===== src/rtl/pot_scan_pkg.sv =====
// Shared types and constants for the pot_scan potentiometer scanner.
package pot_scan_pkg;

    localparam int CH_W = 3;

    localparam logic [6*CH_W-1:0] DEF_CH_MAP = {3'd7, 3'd4, 3'd3, 3'd2, 3'd1, 3'd0};

    typedef enum logic [1:0] {
        IDLE,
        START,
        WAIT,
        GAP
    } state_t;

endpackage


===== src/rtl/pot_filt.sv =====
// One-slot smoothing datapath: new = old + ((sample - old) >>> 2) once primed.
// Used by pot_scan; with i_prime tied low it is a plain pass-through of the sample.
module pot_filt #(
    parameter int RES_W = 12
) (
    input  logic             i_prime,
    input  logic [RES_W-1:0] i_old,
    input  logic [RES_W-1:0] i_sample,
    output logic [RES_W-1:0] o_new
);

    logic signed [RES_W:0] w_diff;
    logic signed [RES_W:0] w_step;

    assign w_diff = $signed({1'b0, i_sample}) - $signed({1'b0, i_old});
    assign w_step = w_diff >>> 2;
    // The result always lies between old and sample, so RES_W-bit wrap-around is exact.
    assign o_new  = i_prime ? (i_old + w_step[RES_W-1:0]) : i_sample;

endmodule


===== src/rtl/pot_scan.sv =====
// Round-robin potentiometer scanner driving an A2D start/complete handshake.
// Define POT_SCAN_IIR_EN to smooth each slot's result through pot_filt.
module pot_scan
    import pot_scan_pkg::*;
#(
    parameter int                     NUM_CH   = 6,
    parameter int                     RES_W    = 12,
    parameter logic [NUM_CH*CH_W-1:0] CH_MAP   = DEF_CH_MAP,
    parameter int                     SCAN_GAP = 0,
    parameter int                     TO_CYC   = 4096
) (
    input  logic                      clk,
    input  logic                      rst,
    input  logic                      run,
    input  logic [NUM_CH-1:0]         ch_en,
    output logic                      strt_cnv,
    output logic [CH_W-1:0]           chnnl,
    input  logic                      cnv_cmplt,
    input  logic [15:0]               res,
    output logic [NUM_CH*RES_W-1:0]   pot_data,
    output logic [NUM_CH-1:0]         pot_vld,
    output logic                      scan_done,
    output logic                      timeout,
    output logic                      busy
);

    localparam int              TO_W      = $clog2(TO_CYC + 1);
    localparam logic [TO_W-1:0] TO_LAST   = TO_W'(TO_CYC - 1);
    localparam logic [7:0]      GAP_LAST  = 8'(SCAN_GAP - 1);
    localparam logic [2:0]      SLOT_LAST = 3'(NUM_CH - 1);
    localparam logic [3:0]      SLOT_NUM  = 4'(NUM_CH);

    state_t             r_state, w_next;
    logic [2:0]         r_ptr, r_slot, w_slot_inc, w_base, w_off, w_sel, w_hi;
    logic [3:0]         w_sum;
    logic [NUM_CH-1:0]  w_rot;
    logic [CH_W-1:0]    r_chnnl;
    logic [CH_W-1:0]    w_map [NUM_CH];
    logic [TO_W-1:0]    r_to_cnt;
    logic [7:0]         r_gap_cnt;
    logic [RES_W-1:0]   r_data [NUM_CH];
    logic [RES_W-1:0]   w_filt;
    logic [NUM_CH-1:0]  r_vld;
    logic               r_done, r_to;
    logic               w_any, w_go, w_cap, w_abort, w_exit, w_gap_end, w_prime;
    logic               w_unused_res;

`ifdef POT_SCAN_IIR_EN
    logic [NUM_CH-1:0]  r_prime;
    assign w_prime = r_prime[r_slot];
`else
    assign w_prime = 1'b0;
`endif

    for (genvar i = 0; i < NUM_CH; i++) begin : g_slot
        assign w_map[i]                    = CH_MAP[i*CH_W +: CH_W];
        assign pot_data[i*RES_W +: RES_W]  = r_data[i];
    end

    assign w_slot_inc = (r_slot == SLOT_LAST) ? 3'd0 : r_slot + 3'd1;
    assign w_any      = |ch_en;
    assign w_go       = run && w_any;
    assign w_cap      = (r_state == WAIT) && cnv_cmplt;
    assign w_abort    = (r_state == WAIT) && !cnv_cmplt && (r_to_cnt == TO_LAST);
    assign w_exit     = w_cap || w_abort;
    assign w_gap_end  = (r_state == GAP) && (r_gap_cnt == GAP_LAST);
    // Selection leaving WAIT must already see the advanced pointer.
    assign w_base     = (r_state == WAIT) ? w_slot_inc : r_ptr;
    assign w_rot      = NUM_CH'({ch_en, ch_en} >> w_base);
    assign w_sum      = {1'b0, w_base} + {1'b0, w_off};
    assign w_sel      = (w_sum >= SLOT_NUM) ? 3'(w_sum - SLOT_NUM) : w_sum[2:0];

    // NOTE: every always_comb output gets a default first, so no path can infer a latch.
    always_comb begin
        w_off = 3'd0;
        w_hi  = 3'd0;
        for (int k = NUM_CH - 1; k >= 0; k--) begin
            if (w_rot[k]) w_off = 3'(k);
        end
        for (int k = 0; k < NUM_CH; k++) begin
            if (ch_en[k]) w_hi = 3'(k);
        end
    end

    always_comb begin
        w_next = r_state;
        case (r_state)
            IDLE:    if (w_go) w_next = START;
            START:   w_next = WAIT;
            WAIT: begin
                if (w_exit) begin
                    if (SCAN_GAP != 0) w_next = GAP;
                    else if (w_go)     w_next = START;
                    else               w_next = IDLE;
                end
            end
            GAP:     if (w_gap_end) w_next = w_go ? START : IDLE;
            default: w_next = IDLE;
        endcase
    end

    // NOTE: sequential state uses non-blocking assignments so every register samples pre-edge values.
    always_ff @(posedge clk) begin
        if (rst) begin
            r_state   <= IDLE;
            r_ptr     <= 3'd0;
            r_slot    <= 3'd0;
            r_chnnl   <= '0;
            r_to_cnt  <= '0;
            r_gap_cnt <= 8'd0;
            r_vld     <= '0;
            r_done    <= 1'b0;
            r_to      <= 1'b0;
        end else begin
            r_state <= w_next;
            r_vld   <= w_cap ? (NUM_CH'(1) << r_slot) : '0;
            r_to    <= w_abort;
            r_done  <= w_exit && w_any && (r_slot == w_hi);
            if (w_next == START) begin
                r_slot  <= w_sel;
                r_chnnl <= w_map[w_sel];
            end
            if (w_exit) r_ptr <= w_slot_inc;
            if (r_state == START)     r_to_cnt <= '0;
            else if (r_state == WAIT) r_to_cnt <= r_to_cnt + 1'b1;
            if (w_exit)              r_gap_cnt <= 8'd0;
            else if (r_state == GAP) r_gap_cnt <= r_gap_cnt + 8'd1;
        end
    end

    // NOTE: this result array is reset, unlike a plain RAM, because pot_data must read zero after reset.
    always_ff @(posedge clk) begin
        if (rst) begin
            for (int i = 0; i < NUM_CH; i++) r_data[i] <= '0;
`ifdef POT_SCAN_IIR_EN
            r_prime <= '0;
`endif
        end else if (w_cap) begin
            r_data[r_slot] <= w_filt;
`ifdef POT_SCAN_IIR_EN
            r_prime[r_slot] <= 1'b1;
`endif
        end
    end

    pot_filt #(
        .RES_W    (RES_W)
    ) u_filt (
        .i_prime  (w_prime),
        .i_old    (r_data[r_slot]),
        .i_sample (res[RES_W-1:0]),
        .o_new    (w_filt)
    );

    assign w_unused_res = ^res;
    assign strt_cnv     = (r_state == START);
    assign busy         = (r_state != IDLE);
    assign chnnl        = r_chnnl;
    assign pot_vld      = r_vld;
    assign scan_done    = r_done;
    assign timeout      = r_to;

endmodule

===== config.mk =====
export PLATFORM = sky130hd
export DESIGN_NAME = pot_scan
export DESIGN_NICKNAME = d
export VERILOG_FILES = /design/src/rtl/pot_scan_pkg.sv /design/src/rtl/pot_filt.sv /design/src/rtl/pot_scan.sv
export SDC_FILE = /design/constraint.sdc
export NUM_CORES = 1
export LEC_CHECK = 0
export ABC_AREA = 1
export BUFFER_PORTS_ARGS = -buffer_cell sky130_fd_sc_hd__buf_2
export CELL_PAD_IN_SITES_DETAIL_PLACEMENT = 1
export CELL_PAD_IN_SITES_GLOBAL_PLACEMENT = 1
export CORE_UTILIZATION = 36
export CTS_CLUSTER_SIZE = 30
export DETAILED_ROUTE_END_ITERATION = 8
export PLACE_DENSITY = 0.74
export REMOVE_ABC_BUFFERS = 1
export SLEW_MARGIN = 25
export SYNTH_ARGS = -nofsm -noshare
export SYNTH_HDL_FRONTEND = slang
export SYNTH_SLANG_ARGS = --single-unit

===== constraint.sdc =====
create_clock -name clk -period 2.9 [get_ports clk]
set_input_delay 0.145 -clock clk [delete_from_list [all_inputs] [get_ports clk]]
set_output_delay 0.145 -clock clk [all_outputs]
set_load 0.01 [all_outputs]

**After elaboration in Yosys (flattened, before gate mapping)**

Memories as Yosys holds them, arrays and structs flattened. A register that Yosys moved wholly into a read port is not among the register bits.
Cells that the tools add are included.

- Add/sub/neg operators: 5
- $lt $le $gt $ge: 1
- Eq/ne operators: 8
- Shift-type cells: 2
- Muxes and demuxes: 27
- Bitwise gates (word level): 2
- Reduce and logical (&&, ||, !) cells: 16

Operator list:

| cell | count |
|---|---|
| 2-to-1 mux 3 bit | 14 |
| adder 13 x 1 -> 13 bit, second input constant | 1 |
| == test 13 x 12 -> 1 bit, second input constant | 1 |
| 2-to-1 mux 12 bit | 1 |
| OR reduction 12 bit | 1 |
| >> shifter 12 x 3 -> 6 bit | 1 |
| adder 8 x 1 -> 8 bit, second input constant | 1 |
| == test 8 bit, second input constant | 1 |
| 2-to-1 mux 1 bit | 8 |
| one-hot mux 2 bit (4 select lines) | 1 |
| logical AND 1 bit | 7 |
| 2-to-1 mux 2 bit | 3 |
| OR reduction 2 bit | 3 |
| OR reduction 6 bit | 1 |
| << shifter 1 x 3 -> 6 bit, first input constant | 1 |
| adder 3 x 3 -> 4 bit | 1 |
| == test 2 x 1 -> 1 bit, second input constant | 2 |
| == test 2 bit, second input constant | 2 |
| greater-or-equal comparator 4 x 3 -> 1 bit, second input constant | 1 |
| inverter 3 -> 4 bit | 1 |
| adder 3 x 1 -> 3 bit, second input constant | 1 |
| == test 3 bit | 1 |
| == test 3 bit, second input constant | 1 |
| subtractor 3 bit, second input constant | 1 |
| 5 further kinds | 5 |

- Register bits after elaboration: 37
- Bits in writable memories: 72
- Bits in read-only memories: 24
- Input port bits: 26
- Output and inout port bits: 85
- Word-level logic and storage cells: 71
- Memories: 2

Memories:

| name | depth | bits a word | rd ports | clocked after memory_dff | wr ports | RTL line | source |
|---|---|---|---|---|---|---|---|
| r_data | 6 | 12 | 6 | 0 | 6 | pot_scan.sv:41 | `logic [RES_W-1:0] r_data [NUM_CH];` |
| (no name shown) | 8 | 3 | 1 | 1 | 0 | pot_scan.sv:121 | `r_chnnl <= w_map[w_sel];` |

**Longest topological paths before layout**

Gate-level depths: netlist (run 1).

- Depth in word-level cells: 14
- Depth in mapped cells: 22
- Mapped depth without buffers: 22

**By module**

Synthesis (run 1) repeated with hierarchy kept, for this count alone.

- Cell total of the unflattened synthesis: 951
- Area, all modules: 7761.2 um2

By module, submodules not included:

| module | times used | cells each | area each (um2) | sequential area each (um2) |
|---|---|---|---|---|
| pot_scan | 1 | 714 | 6436.2 | 3703.6 |
| pot_filt | 1 | 237 | 1325.0 | 0.0 |

**Least setup slack after synthesis (run 1)**

OpenSTA, ideal clock, no wires.

- Path kind: register to register
- Start: register chnnl[0] (netlist name)
- End: register r_chnnl[1] (netlist: chnnl[1])
- Setup time: 128 ps
- Arrival time: 2594 ps
- Data required time: 2772 ps
- Setup slack: 178 ps
- Cell stages (with the launch flop): 20
- Buffers on the path: 1
- Path through: dfxtp_1 > buf_2 > inv_1 > nand2_1 > nand2_1 > nand2_1 > nand2_1 > nand2_1 > nand2_1 > nor2_1 > a31oi_1 > a21oi_1 > ha_1 > fa_1 > xor2_1 > nor2_1 > o21ai_0 > o21ai_0 > nand2_1 > a21oi_1

RTL lines:

| what | RTL line | source |
|---|---|---|
| end: declaration | pot_scan.sv:37 | `logic [CH_W-1:0] r_chnnl;` |

==> results by group, run 1 <==
Status
  – Status: completed

Critical path
  – Crit path launch type: flop
  – CP max FO: 6
  – WP data required: 3.19 ns
  – R2r setup slk: around 0.043 ns
  – WS Path Type: reg -> reg
  – CP dominant cell by count: nand2_1
  – Max stage delay on crit path: about 0.57 ns
  – Worst path slowest cell: fa_2
  – CP Data Arrival Time: 3.14 ns
  – Crit path cell chain: inv_2 > nand2_2 > nand2_1 > nand2_1 > nand2_4 > nand2_1 > nand3_1 > nand2_1 > inv_1 > nand2_1 > nand2_1 > a21oi_2 > ha_2 > fa_2 > nand2_4 > o21ai_4 > nand2_2 > o21ai_2 > nand2_1 > a21oi_2
  – CP delay by family, top: simple AND/OR/NAND/NOR gates
  – CP Capture Type: flop
  – CP Buf/Inv Count: 2

Final layout
  – Post-Layout Cell Count: 817
  – Commonest cells after routing, fill and taps aside: buf_2, nor2_1, nand2_1
  – Most common cell after layout, fill and taps aside: buf_2
  – Fill cell count: between 1k and 1.5k
  – Share of layout cells above drive strength 1: 0.346
  – Final #Nets: roughly 670
  – Final Cell Area: 6240 um2
  – Layout area overhead: 30.8%
  – N_diodes: 0
  – Finished Core Util: 0.489

STA
  – RSZ-0062 raised after global routing: true
  – Relative slew slack: 0.623
  – Worst-Margin Slew: 0.564 ns
  – Fmax: about 350 MHz
  – Fin crit share: 0.985
  – Clock period minus worst slack: around 2.9 ns
  – Clock skew: approximately 0.005 ns
  – Fin. Hold Viols: 0
  – Fin worst setup slack: 0.0434 ns
  – Slew Limit Fails: 0
  – Hold slack: ~0.12 ns
  – Setup violators final: 0

Clock tree
  – Clk buf depth: 2
  – Clk slew on worst S/H paths: about 0.07 ns
  – Clk root buf: clkbuf_16
  – CTS sink cnt: between 100 and 150
  – H-tree level count: 3
  – CTS tree: yes
  – TritonCTS Buffers: 9
  – Worst-Skew Late Latency: 0.35 ns

Power and ir drop
  – P per Cell Area: 558 nW/um2
  – Leakage Power: approximately 2.7 nW
  – Worst VDD drop: about 0.24 mV

Floorplan
  – Core box area: between 10000 and 15000 um2
  – Row Count: 41
  – Die ar.: 13700 um2
  – Starting Density: 0.374
  – Die width: about 120 um
  – Ports: ~110
  – Die Y: around 120 um

Detailed routing
  – Initial detailed-routing violation count: between 200 and 250
  – Via Count: ~3.9k
  – Vias per cell: approximately 4.8
  – Avg WL per Cell: between 15 and 20 um
  – Antenna violation net count after detailed routing: 0
  – Routed wire length: 12.9 mm
  – # DRC: 0
  – DRT Pass-1 Iters: 4

Yosys
  – Mean Syn Cell Area: 9.41 um2
  – Post-synthesis register bit count: 110
  – Mapped cell area: about 4800 um2
  – Netlist cell types: 37
  – Syn Inst Count: 507
  – Sequential fraction of the synthesis area: 0.612
  – Post-synth EDFFs: just over 70
  – Ys flop type: edfxtp_1
  – Asr flop ratio synth: 0
  – Synth Warn #: 0

Place
  – Cells after DPL: around 790
  – Routability congestion estimate from global placement: 0.782
  – Setup WS pre-CTS: -0.241 ns
  – I/O Buffers: between 100 and 150
  – Post-DP HPWL: around 9.4 mm
  – Dpl cell area: 5560 um2

Global routing
  – Initial antenna violation count: 0
  – Vias in the first global route: slightly below 4k
  – Gr ovfl total: 0
  – Pin count of the biggest net entering global routing: 25
  – First-pass GRT wire length: roughly 19 mm
  – Overall Global Routing Usage: 0.189

Min path
  – HP Class: in -> reg

Run
  – Maxcap violations: 0
-- synthesized netlist by cell type (3+ instances only) --
cell type	number	share of area
dfxtp_1	38	0.16
xor2_1	4	0.0073
nor2_1	92	0.072
nor3_1	14	0.015
inv_1	54	0.042
a31oi_1	3	0.0039
a21oi_1	25	0.026
nand3_1	28	0.029
nand4_1	7	0.0092
nand2_1	97	0.076
inv_2	9	0.0071
nor2_4	3	0.0071
buf_2	6	0.0063
ha_1	5	0.013
edfxtp_1	72	0.45
o21ai_0	19	0.020
-- routing by layer --
layer,share of wire,GRT usage,up-vias
li1,-,-,1921
met1,0.42,0.223,1880
met2,0.52,0.347,106
met3,0.044,0.0453,11
met4,0.0095,0.0380,0
met5,0,0,-
-- worst reg2reg max path: stages (launching register included) --
cell	delay, ns
dfxtp_4	0.38
inv_2	0.12
nand2_2	0.09
nand2_1	0.10
nand2_1	0.10
nand2_4	0.11
nand2_1	0.09
nand3_1	0.09
nand2_1	0.08
inv_1	0.05
nand2_1	0.04
nand2_1	0.06
a21oi_2	0.06
ha_2	0.20
fa_2	0.57
nand2_4	0.07
o21ai_4	0.19
nand2_2	0.09
o21ai_2	0.07
nand2_1	0.08
a21oi_2	0.14
-- worst paths after layout --
path,start,end,cells past startpoint
setup / recovery,chnnl[0],chnnl[1],20
hold / removal,rst,chnnl[1],2
setup reg to reg,chnnl[0],chnnl[1],20
hold reg to reg,r_to_cnt[10],r_to_cnt[10],2
-- layout make-up --
| cell class | count | area, um2 | share of cell area |
|---|---|---|---|
| Sequential cell | 110 | 2940 | 0.471 |
| Multi-Input combinational cell | 321 | 1800 | 0.289 |
| Timing Repair Buffer | 133 | 756 | 0.121 |
| Inverter | 65 | 256 | 0.0411 |
| Clock buffer | 10 | 229 | 0.0367 |
| Tap cell | 172 | 215 | 0.0345 |
| Clock inverter | 6 | 45.0 | 0.00721 |
-- cells by family (layout without fill, tap and decap cells) --
kind of cell	count (synthesis)	in the layout	synth area share
xor+xnor	5	5	0.00917
simple gates	257	257	0.237
buf+inv	76	214	0.0645
flops	110	110	0.612
fa+ha+maj	6	6	0.0173
compound gates	53	53	0.0595
-- metrics by stage --
stage | setup TNS (ns) | total power [W]
3_3_place_gp | 0 | 0.00219
2_1_floorplan | 0 | 0.00202
4_1_cts | 0 | 0.00339
3_5_place_dp | -0.518 | 0.00221
5_1_grt | -0.134 | 0.00362
6_report | 0 | 0.00348
-- power breakdown --
| part | leakage (nW) | total [W] | switching, W | internal [W] |
|---|---|---|---|---|
| sequential | 1.05 | 0.00175 | 0.0000329 | 0.00172 |
| combinational | 1.53 | 0.000570 | 0.000352 | 0.000218 |
| clock | 0.131 | 0.00116 | 0.000571 | 0.000589 |
| total | 2.72 | 0.00348 | 0.000956 | 0.00253 |
-- state kept, by name (all words and copies together) (netlist names) --
signal     flops
r_ptr          3
timeout        1
scan_done      1
r_state        2
r_gap_cnt      8
r_data        72
pot_vld        6
chnnl          3
r_to_cnt      13
r_slot         1
-- what timing repair did --
action	4_1_cts	5_1_grt
hold endpoints to repair	1	0
pin swaps	2	20
hold buffers	1	0
endpoints found under the setup margin	3	15
gates resized for setup	20	62
setup buffers	0	12
Power figures use the tool's default switching activity.
==> run 2: changes to the inputs <==
--- a/config.mk
+++ b/config.mk
@@ -9,10 +9,11 @@
 export BUFFER_PORTS_ARGS = -buffer_cell sky130_fd_sc_hd__buf_2
 export CELL_PAD_IN_SITES_DETAIL_PLACEMENT = 1
 export CELL_PAD_IN_SITES_GLOBAL_PLACEMENT = 1
-export CORE_UTILIZATION = 36
+export CORE_UTILIZATION = 38
+export CTS_BUF_LIST = sky130_fd_sc_hd__clkbuf_4 sky130_fd_sc_hd__clkbuf_8
 export CTS_CLUSTER_SIZE = 30
 export DETAILED_ROUTE_END_ITERATION = 8
-export PLACE_DENSITY = 0.74
+export PLACE_DENSITY = 0.77
 export REMOVE_ABC_BUFFERS = 1
 export SLEW_MARGIN = 25
 export SYNTH_ARGS = -nofsm -noshare
==> results by group, run 2 (synthesis results as in run 1) <==
STA
  – RSZ-0062 raised after global routing: true
  – Hold slack: 0.0643 ns
  – Setup TNS: 0 ns
  – Clock skew: around 0.013 ns
  – Fin worst setup slack: between 0.1 and 0.15 ns
  – Clock period minus worst slack: about 2.8 ns
  – Relative slew slack: 0.633
  – Fin. Hold Viols: 0
  – Fmax: 361 MHz
  – Setup violators final: 0
  – Slew Limit Fails: 0
  – Fin crit share: 0.954
  – Worst-Margin Slew: 0.549 ns

Critical path
  – CP Data Arrival Time: roughly 3 ns
  – CP dominant cell by count: nand2_1
  – WS Path Type: reg -> reg
  – Worst Reg-to-Reg Cells: 20
  – R2r setup slk: about 0.13 ns
  – Crit path launch type: flop
  – WP data required: ~3.2 ns
  – CP Capture Type: flop
  – Worst flop-to-flop path startpoint: r_state[1]
  – Worst path slowest cell: fa_2
  – Max stage delay on crit path: ~0.54 ns
  – R2r endpoint: chnnl[1]
  – CP max FO: 6
  – Crit path cell chain: buf_12 > nand2_8 > nand2_2 > nand3b_1 > nand2_1 > nand2_1 > nand3_1 > nand2_1 > inv_1 > nand2_1 > nand2_1 > a21oi_2 > ha_2 > fa_2 > inv_1 > nor2_1 > o21ai_2 > o21ai_1 > nand2_1 > a21oi_2

Final layout
  – Largest registers: r_data x72, r_to_cnt x13, r_gap_cnt x8
  – Most common cell after layout, fill and taps aside: buf_2
  – Biggest register: r_data
  – Finished Core Util: 0.497
  – N_diodes: 0
  – Share of layout cells above drive strength 1: 0.307
  – Fill cell count: about 1.5k
  – Final #Nets: approximately 670
  – Max FFs per register: 72
  – Layout area overhead: 26.2%
  – Commonest cells after routing, fill and taps aside: buf_2, nor2_1, nand2_1
  – Post-Layout Cell Count: 809

Clock tree
  – CTS tree: yes
  – Clk slew on worst S/H paths: about 0.090 ns
  – CTS sink cnt: 110
  – TritonCTS Buffers: 9
  – Worst-Skew Late Latency: 0.38 ns
  – Clk buf depth: 2
  – H-tree level count: 3
  – Clk root buf: clkbuf_8

Global routing
  – First-pass GRT wire length: roughly 20 mm
  – Gr ovfl total: 0
  – Overall Global Routing Usage: 0.204
  – Initial antenna violation count: 0
  – Pin count of the biggest net entering global routing: 25
  – Vias in the first global route: about 4k

Floorplan
  – Core box area: between 10000 and 15000 um2
  – Ports: around 110
  – Row Count: 40
  – Die width: 114 um
  – Starting Density: 0.394
  – Die ar.: about 13000 um2
  – Die Y: approximately 110 um

Detailed routing
  – Avg WL per Cell: between 15 and 20 um
  – Vias per cell: around 4.8
  – DRT Pass-1 Iters: 4
  – Via Count: about 3.9k
  – Antenna violation net count after detailed routing: 0
  – Initial detailed-routing violation count: 130
  – Routed wire length: roughly 13 mm
  – # DRC: 0

Place
  – Post-DP HPWL: roughly 9.6 mm
  – Cells after DPL: 785
  – I/O Buffers: roughly 110
  – Setup WS pre-CTS: -0.158 ns
  – Routability congestion estimate from global placement: slightly above 0.8

Power and ir drop
  – Worst VDD drop: about 0.21 mV
  – P per Cell Area: between 500 and 600 nW/um2
  – Leakage Power: 2.64 nW

Min path
  – HP Class: in -> reg
  – Hold path cells: 2
  – Hold path endpoint: chnnl[1]
  – Hold Path Origin: rst

Status
  – Status: completed

Run
  – Maxcap violations: 0
==> run 2: changes by cell type in the layout (fill, tap and decap cells not counted), sizes merged <==
cell and change:
bufinv +2, clkinv -1, buf -4, clkinvlp -2, clkbuf +1
==> run 2: report_power, final <==
part,internal (W),switching [W]
clock,0.000512,0.000533
sequential,0.00172,0.0000323
combinational,0.000187,0.000304
total,0.00242,0.000870
==> run 2: how the worst max path moves through the flow <==
stage / to / depth (start not counted) / slack (ns) / from
final: chnnl[1] / 20 / 0.13 / r_state[1]
after global routing: chnnl[1] / 20 / -0.09 / r_state[1]
after CTS: chnnl[1] / 21 / 0.001 / r_state[0]
after detailed placement: chnnl[1] / 21 / -0.16 / r_state[0]
after global placement: chnnl[1] / 18 / 0.02 / r_state[0]
after floorplan: chnnl[1] / 20 / 0.16 / chnnl[0]
==> run 2: timing repair <==
item	in CTS	in global routing
endpoints found under the hold margin	1	0
hold buffers	1	0
pin swaps	0	6
resized for setup	9	39
endpoints found under the setup margin	3	3
setup buffers	0	7
==> run 2: metal layers <==
| metal | GRT usage | wire length [um] | up-vias |
|---|---|---|---|
| li1 | - | - | 1914 |
| met1 | 0.249 | 5500 | 1861 |
| met2 | 0.363 | 6460 | 106 |
| met3 | 0.0424 | 605 | 9 |
| met4 | 0.0623 | 138 | 0 |
| met5 | 0 | 0 | - |
==> run 2: worst max-delay path: cells and delay by family (launching register included) <==
| kind | cells | cell delay [ns] |
|---|---|---|
| AND/OR/NAND/NOR | 11 | 0.96 |
| flip-flops | 1 | 0.40 |
| adder cells (fa/ha/maj) | 2 | 0.74 |
| buffers and inverters | 3 | 0.24 |
| AO/OA/AOI/OAI | 4 | 0.36 |
==> run 2: per-stage QoR <==
step / power [W] / instance area, um2
finish: 0.00329 / 6020
global route: 0.00342 / 6020
CTS: 0.00326 / 5820
detailed placement: 0.00221 / 5560
global placement: 0.00219 / 5560
floorplan: 0.00202 / 4710
==> run 2: final cells by class <==
cell class,count,area [um2],area share
well taps,168,210,0.0349
repair buffers,129,734,0.122
clock inverters,5,82.6,0.0137
multi-input cells,321,1670,0.277
flip-flops and latches,110,2940,0.487
inverters,65,254,0.0422
clock buffers,11,139,0.0231
==> run 3: changes to the inputs <==
==> constraint.sdc (replaced) <==
create_clock -name clk -period 2.9 [get_ports clk]
set_input_delay 0.58 -clock clk [delete_from_list [all_inputs] [get_ports clk]]
set_output_delay 0.58 -clock clk [all_outputs]
set_load 0.01 [all_outputs]
==> results by group, run 3 (synthesis results as in run 1) <==
Power and ir drop
  – Worst VDD drop: 0.200 mV
  – P per Cell Area: 523 nW/um2
  – Leakage Power: 2.62 nW
  – Design Power: 0.00313 W

STA
  – Slew Limit Fails: 0
  – Clock period minus worst slack: ~2.8 ns
  – Setup violators final: 0
  – Fin crit share: 0.962
  – RSZ-0062 raised after global routing: true
  – Setup TNS: 0 ns
  – Relative slew slack: 0.565
  – Fin worst setup slack: approximately 0.11 ns
  – Fmax: 358 MHz
  – Fin. Hold Viols: 0
  – Clock skew: about 0.011 ns
  – Worst-Margin Slew: 0.652 ns

Critical path
  – CP startpoint: r_state[1]
  – Worst flop-to-flop path startpoint: r_state[1]
  – WS Path Type: reg -> reg
  – Crit path cell chain: inv_4 > nor2_8 > or2_4 > nand2_4 > nand2_1 > nand3_1 > nand2_1 > inv_1 > nand2_1 > nand2_1 > a21oi_2 > ha_2 > fa_2 > nand2_2 > o21ai_2 > nand2_1 > o21ai_1 > nand2_1 > a21oi_1
  – CP max FO: 7
  – CP Capture Type: flop
  – CP dominant cell by count: nand2_1
  – Crit path launch type: flop
  – CP delay by family, top: simple AND/OR/NAND/NOR gates
  – Max stage delay on crit path: 0.54 ns
  – CP Buf/Inv Count: 2
  – WP data required: between 3 and 4 ns
  – Worst path slowest cell: fa_2
  – CP Data Arrival Time: 3.11 ns

Clock tree
  – Clk slew on worst S/H paths: 0.11 ns
  – Worst-Skew Late Latency: about 0.38 ns
  – CTS tree: yes
  – TritonCTS Buffers: 9
  – CTS sink cnt: between 100 and 150
  – Clk buf depth: 2
  – H-tree level count: 3
  – Clk root buf: clkbuf_8

Detailed routing
  – # DRC: 0
  – Avg WL per Cell: ~16 um
  – DRT Pass-1 Iters: 4
  – Antenna violation net count after detailed routing: 0
  – Vias per cell: just under 5
  – Via Count: 3923
  – Initial detailed-routing violation count: between 100 and 150
  – Routed wire length: 12.9 mm

Final layout
  – Multi-input gate area: 1680 um2
  – Finished Core Util: 0.494
  – Commonest cells after routing, fill and taps aside: buf_2, nor2_1, nand2_1
  – Most common cell after layout, fill and taps aside: buf_2
  – Reg area: a little under 3000 um2
  – N_diodes: 0
  – Fill cell count: between 1k and 1.5k
  – Final #Nets: between 600 and 700
  – Largest registers: r_data x72, r_to_cnt x13, r_gap_cnt x8
  – Layout area overhead: 25.3%
  – Biggest register: r_data
  – Share of layout cells above drive strength 1: 0.313
  – Max FFs per register: 72

Min path
  – Hold Path Origin: cnv_cmplt
  – HP Class: in -> reg

Global routing
  – Vias in the first global route: a little under 4k
  – Pin count of the biggest net entering global routing: 25
  – First-pass GRT wire length: between 20 and 25 mm
  – Overall Global Routing Usage: 0.202
  – Initial antenna violation count: 0
  – Gr ovfl total: 0

Floorplan
  – Core box area: between 10000 and 15000 um2
  – Ports: about 110
  – Row Count: 40
  – Starting Density: 0.394
  – Die ar.: between 10000 and 15000 um2
  – Die Y: 114 um
  – Die width: 114 um

Run
  – Maxcap violations: 0

Place
  – I/O Buffers: between 100 and 150
  – Post-DP HPWL: 9.84 mm
  – Setup WS pre-CTS: -0.193 ns
  – Routability congestion estimate from global placement: approximately 0.80

Status
  – Status: completed
## run 3: power breakdown
part	switching, W	leakage, nW	internal, W
clock network	0.000550	0.0889	0.000343
logic	0.000304	1.48	0.000181
registers	0.0000330	1.05	0.00172
total	0.000887	2.62	0.00224
## run 3: worst paths after layout
| kind | to | slack, ns | cells after the start |
|---|---|---|---|
| max | chnnl[1] | 0.11 | 19 |
| min | timeout | 0.40 | 2 |
| max reg2reg | chnnl[1] | 0.11 | 19 |
| min reg2reg | chnnl[1] | 0.48 | 2 |
## run 3: per-stage QoR
stage / cells / hold WS (ns) / area [um2]
2_1_floorplan: 496 / 0.438 / 4710
3_5_place_dp: 788 / 0.461 / 5590
6_report: 810 / 0.397 / 5980
5_1_grt: 810 / 0.381 / 5980
3_3_place_gp: 788 / 0.455 / 5590
4_1_cts: 804 / 0.374 / 5790
## run 3: per-layer routing
layer	vias to the layer above	GRT usage	share of wire	wire length, um
met5	-	0	0	0
met4	0	0.0494	0.011	146
met3	12	0.0418	0.052	667
met2	108	0.360	0.50	6410
met1	1888	0.250	0.44	5640
li1	1915	-	-	-
## run 3: what timing repair did
item | in CTS | in global routing
setup buffers | 0 | 6
cloned | 0 | 0
hold buffers | 0 | 0
pin swaps | 0 | 7
setup endpoints to repair | 3 | 3
endpoints found under the hold margin | 0 | 0
gates resized for setup | 10 | 40
## run 3: cell type report
| class | count | area share |
|---|---|---|
| Clock buffer | 11 | 0.0232 |
| Clock inverter | 5 | 0.00732 |
| Inverter | 65 | 0.0421 |
| Multi-Input combinational cell | 321 | 0.281 |
| Sequential cell | 110 | 0.491 |
| Tap cell | 168 | 0.0352 |
| Timing Repair Buffer | 130 | 0.120 |
